--- config.mk ---
export PLATFORM = sky130hd
export DESIGN_NAME = div_unit
export DESIGN_NICKNAME = d
export VERILOG_FILES = /design/src/rtl/div_unit.sv
export SDC_FILE = /design/constraint.sdc
export NUM_CORES = 1
export LEC_CHECK = 0
export CORE_ASPECT_RATIO = 2
export CORE_MARGIN = 2
export CORE_UTILIZATION = 60
export CTS_CLUSTER_DIAMETER = 30
export DETAILED_ROUTE_END_ITERATION = 10
export DONT_BUFFER_PORTS = 1
export HOLD_SLACK_MARGIN = 0.15
export PLACE_DENSITY = 0.76
export SLEW_MARGIN = 0
export SYNTH_ARGS = -nofsm -noshare
export SYNTH_HDL_FRONTEND = slang
export SYNTH_SLANG_ARGS = --single-unit
--- constraint.sdc ---
create_clock -name clk -period 5.45 [get_ports clk]
set_clock_uncertainty 0.1 [all_clocks]
set_input_delay 0.8175 -clock clk [delete_from_list [all_inputs] [get_ports clk]]
set_output_delay 0.8175 -clock clk [all_outputs]
set_load 0.02 [all_outputs]
--- src/rtl/div_unit.sv ---
// div_unit: iterative radix-2 restoring divider for DIV/DIVU in the execute stage.
// One quotient bit per cycle over WIDTH cycles; the sign-corrected quotient (LO) and
// remainder (HI) are registered on entry to DONE, together with a one-cycle ready pulse.
// div_stall holds E/D/F from the start cycle until the result is available.
// Optional macro DIV_ZERO_FAST_EN: a zero divisor seen in IDLE skips the iteration
// and goes straight to DONE with the forced divide-by-zero result.
module div_unit #(
    parameter int WIDTH = 32
) (
    input  logic             clk,
    input  logic             rst,
    input  logic             startE,
    input  logic             signedE,
    input  logic [WIDTH-1:0] a,
    input  logic [WIDTH-1:0] b,
    input  logic             annul,
    output logic             div_stall,
    output logic             ready,
    output logic [WIDTH-1:0] quotient,
    output logic [WIDTH-1:0] remainder
);

    localparam int CW = $clog2(WIDTH + 1);

    typedef enum logic [1:0] {
        IDLE = 2'd0,
        BUSY = 2'd1,
        DONE = 2'd2
    } state_t;

    state_t             state;
    logic [CW-1:0]      counter;
    logic [WIDTH:0]     rem;      // one extra bit so the trial subtract sign is visible
    logic [WIDTH-1:0]   quo;      // dividend magnitude shifts out, quotient bits shift in
    logic [WIDTH-1:0]   dvsr;
    logic [WIDTH-1:0]   a_raw;    // raw dividend, returned as remainder on divide-by-zero
    logic               sign_q;
    logic               sign_r;
    logic               b_zero;

    logic [WIDTH-1:0]   mag_a;
    logic [WIDTH-1:0]   mag_b;
    logic [WIDTH:0]     rem_sh;
    logic [WIDTH:0]     trial;
    logic [WIDTH:0]     rem_nxt;
    logic [WIDTH-1:0]   quo_nxt;
    logic [WIDTH-1:0]   q_fin;
    logic [WIDTH-1:0]   r_fin;
    logic               last_iter;

    // Operand magnitudes; only signed divides take the absolute value.
    always_comb begin
        mag_a = a;
        mag_b = b;
        if (signedE && a[WIDTH-1]) mag_a = -a;
        if (signedE && b[WIDTH-1]) mag_b = -b;
    end

    // One restoring step: shift {rem,quo} left, trial-subtract, restore when negative.
    always_comb begin
        rem_sh  = {rem[WIDTH-1:0], quo[WIDTH-1]};
        trial   = rem_sh - {1'b0, dvsr};
        rem_nxt = trial[WIDTH] ? rem_sh : trial;
        quo_nxt = {quo[WIDTH-2:0], ~trial[WIDTH]};
    end

    // Final result after the last step: sign correction, or the forced zero-divisor result.
    always_comb begin
        q_fin = sign_q ? -quo_nxt : quo_nxt;
        r_fin = sign_r ? -rem_nxt[WIDTH-1:0] : rem_nxt[WIDTH-1:0];
        if (b_zero) begin
            q_fin = {WIDTH{1'b1}};
            r_fin = a_raw;
        end
    end

    assign last_iter = (counter == CW'(WIDTH - 1));

    // Stall is combinational so the cycle that first sees the divide already holds the pipe.
    assign div_stall = ((state == IDLE) && startE && !annul) || (state == BUSY);

    // Divider FSM; annul beats everything and leaves the result registers untouched.
    always_ff @(posedge clk or negedge rst) begin
        if (!rst) begin
            state     <= IDLE;
            counter   <= '0;
            rem       <= '0;
            quo       <= '0;
            dvsr      <= '0;
            a_raw     <= '0;
            sign_q    <= 1'b0;
            sign_r    <= 1'b0;
            b_zero    <= 1'b0;
            ready     <= 1'b0;
            quotient  <= '0;
            remainder <= '0;
        end else begin
            ready <= 1'b0;
            if (annul) begin
                state <= IDLE;
            end else begin
                case (state)
                    IDLE: begin
                        if (startE) begin
                            rem     <= '0;
                            quo     <= mag_a;
                            dvsr    <= mag_b;
                            a_raw   <= a;
                            sign_q  <= signedE & (a[WIDTH-1] ^ b[WIDTH-1]);
                            sign_r  <= signedE & a[WIDTH-1];
                            b_zero  <= (b == '0);
                            counter <= '0;
`ifdef DIV_ZERO_FAST_EN
                            if (b == '0) begin
                                state     <= DONE;
                                ready     <= 1'b1;
                                quotient  <= {WIDTH{1'b1}};
                                remainder <= a;
                            end else begin
                                state <= BUSY;
                            end
`else
                            state <= BUSY;
`endif
                        end
                    end
                    BUSY: begin
                        rem     <= rem_nxt;
                        quo     <= quo_nxt;
                        counter <= counter + 1'b1;
                        if (last_iter) begin
                            state     <= DONE;
                            ready     <= 1'b1;
                            quotient  <= q_fin;
                            remainder <= r_fin;
                        end
                    end
                    DONE: begin
                        state <= IDLE;
                    end
                    default: begin
                        state <= IDLE;
                    end
                endcase
            end
        end
    end

endmodule

==> flow_summary.yaml <==
status:
  status: "finished, violations left"
  violations: "hold timing"
routing:
  drt_iter0_drc: 682
  finalWirelength_mm: 36.12
  antenna_left: 0
  drc_errors: 0
  wl_per_cell_um: 19.21
  via_count: 11500
  drt-pass1-iter-count: 7
  vias_per_cell: 6.118
sta:
  fmax_mhz: 199.1
  timing.hold.ws_ns: -0.1402
  layout_worst_path_cycle_share: 0.9215
  tns_ns: 0
  tightest_slew_ns: 1.094
  period_needed_ns: 5.022
  timing_hold_violations_final: 204
  setup_viol: 0
  slew_viol_final: 0
  relSlewSlack: 0.2705
  grt_setup_unrepaired: "false"
worst_setup_path:
  rr_worst_depth: 16
  rr_startpoint: "rem[22]"
  critPathArrivalTime_ns: 5.37
  cp.required_ns: 5.80
  endpoint: "remainder[30]"
  crit_path_start_kind: "flop"
  rrSetupSlack_ns: 0.43
  startpoint: "rem[22]"
  r2r_end: "remainder[30]"
  path_class: "reg -> reg"
  cp_max_fo: 16
  endpoint_kind: "flop"
synthesis:
  synth.distinct_cells: 76
  async_flop_share: 1.000
  synth_nets: 1735
  syn_avg_cell_area_um2: 8.111
  yosysSeqAreaShare: 0.3866
  netlist_top_cells_count: "nand2_1 (285), dfrtp_1 (204), o21ai_0 (188)"
  yosysWarnings: 0
  synth_most_common_cell: "nand2_1"
  synth_largest_area_cell: "dfrtp_1"
  ys.flop_type: "dfrtp_1"
  synthTopCellsByArea: "dfrtp_1 (39%), nand2_1 (8.1%), o21ai_0 (7.1%)"
  syn_inst: 1628
  ys_ff_latch: 204
  yosysTopAreaCellShare: 0.3866
  synth-edff-count: 0
  syn-cell-area_um2: 13200
die:
  core-area_um2: 21590
  die_x_um: 108.9
  io_pins: 135
  fp.dieH_um: 213.8
  initial_core_util: 0.6117
  die_area_um2: 23280
  num_rows: 76
clock_network:
  cts_tree: "yes"
  path_clk_slew_ns: 0.06
  clock_path_buffers: 3
  root_buffer: "clkbuf_16"
  numCtsBuffers: 28
  post_cts_resized: 0
  clkLatencyLatePin_ns: 0.55
  cts_sinks: 204
  htree_levels: 1
placement:
  numPortBuffers: 0
  gp_congestion: 0.9450
  dp_hpwl_mm: 27.33
final_layout:
  final_layout_size_suffix_gt1_frac: 0.06223
  fill_cells: 1902
  fin_nets: 1693
  diodes: 0
  area_growth_syn_to_layout_pct: 7.590
run:
  drv_cap: 0
grt:
  grt_max_degree: 205
  overflow: 0
  grt_first_pass_wirelength_mm: 57.59
  grt_pass1_vias: 11630
  antenna_found_initial: 0
  grt_use_total: 0.3143
worst_hold_path:
  hp-class: "in -> async"
pwr:
  irDropWorstVdd_v: 0.0004191
  cellPowerDensity_nw_per_um2: 625.6
  power.leakage_nw: 6.341
  power.total_w: 0.008887
-- repair_timing --
action,CTS,global route
setup endpoints to repair,0,0
buffers inserted,0,0
endpoints found under the hold margin,204,204
-- final cells by class --
class	count	area [um^2]	share of cell area
inverter	55	209.0	0.01471
timing repair buffer	12	90.09	0.006341
clock inverter	17	125.1	0.008807
sequential	204	5105	0.3593
multi-input combinational	1285	7571	0.5329
tap	273	341.6	0.02404
clock buffer	34	764.5	0.05381
-- worst min-delay path by stage --
| stage | endpoint | depth (start not counted) | from | slack, ns |
|---|---|---|---|---|
| finish | sign_q | 0 | rst | -0.14 |
| global route | sign_q | 0 | rst | -0.15 |
| CTS | sign_q | 0 | rst | -0.15 |
| detailed placement | a_raw[23] | 2 | a_raw[23] | 0.36 |
| global placement | a_raw[19] | 2 | a_raw[19] | 0.35 |
| floorplan | a_raw[19] | 2 | a_raw[19] | 0.34 |
-- routing by layer --
metal / vias to the layer above / routed length [um] / part of all wire / GRT usage
met5: - / 0 / 0 / 0
met4: 0 / 2072 / 0.057 / 0.1790
met3: 131 / 1951 / 0.054 / 0.04650
met2: 390 / 19830 / 0.55 / 0.5954
met1: 5402 / 12270 / 0.34 / 0.3173
li1: 5579 / - / - / -
-- logic make-up after synthesis --
family,share of synthesized area
AOI/OAI and AO/OA,0.2172
xor gates and xnor gates,0.09353
adders and majority gates,0.03658
buffers and inverters,0.04207
DFF,0.3866
muxes,0.02454
and+or+nand+nor,0.1995
-- critical path: stages (launching register included) --
cell and delay (ns):
dfrtp_1 0.41, ha_1 0.41, a21oi_1 0.28, o21ai_1 0.13, a211o_1 0.29, a221o_1 0.38
nor3_4 0.43, nor2_8 0.06, inv_4 0.17, mux2i_1 0.31, ha_1 0.30, nand3b_1 0.10
mux2_4 0.32, a211o_4 0.38, nor4_2 0.27, mux2_2 0.37, o31ai_1 0.21
-- per-stage QoR --
| stage | hold slack, ns | util | instances | area (um^2) | setup WS (ns) |
|---|---|---|---|---|---|
| global route | -0.1530 | 0.6581 | 1880 | 14210 | 0.1353 |
| CTS | -0.1486 | 0.6581 | 1880 | 14210 | 0.4652 |
| global placement | 0.3541 | 0.6169 | 1829 | 13320 | 0.6881 |
| floorplan | 0.3379 | - | 1628 | 13200 | 0.5442 |
| detailed placement | 0.3565 | 0.6169 | 1829 | 13320 | 0.5073 |
| finish | -0.1402 | 0.6581 | 1880 | 14210 | 0.4276 |
-- where the power goes --
group	total, W	internal [W]	switching [W]
clock network	0.00175	0.00101	0.000735
registers	0.00210	0.00178	0.000323
logic	0.00504	0.00193	0.00311
-- registers in the layout (all words and copies together) (netlist names) --
signal     flops
remainder     32
state          2
dvsr          32
quotient      32
quo           32
counter        6
sign_r         1
b_zero         1
ready          1
a_raw         32
rem           32
sign_q         1
-- cell usage in the layout, fill, tap and decap left out, types with 5 or more instances in the layout --
cell       netlist  final
a211oi_1         5      5
a21o_1          13     13
xnor2_1         65     65
xor2_1          76     76
clkbuf_16        0     29
and3_1           9      9
nand3_1         16     16
a31oi_1         19     19
o31ai_1         17     17
nand3b_1         6      6
dfrtp_1        204    204
buf_4            2     12
nor4_1          17     17
or3_1           22     21
o21ai_1          7      7
nand2_1        285    285
o21a_1          13     13
clkinv_2         0      6
nor3_1          28     27
mux2i_1         25     25
and2_1           6      6
ha_1            37     37
or4_1            5      5
o41ai_1         10     10
inv_1           54     53
o211ai_1         6      6
nand2b_1        12     12
a21oi_1        162    162
nand4_1         15     15
or2_2            6      6
nor2_1         143    141
o21ai_0        188    187
Note: power is estimated with default switching activity, not from simulation.
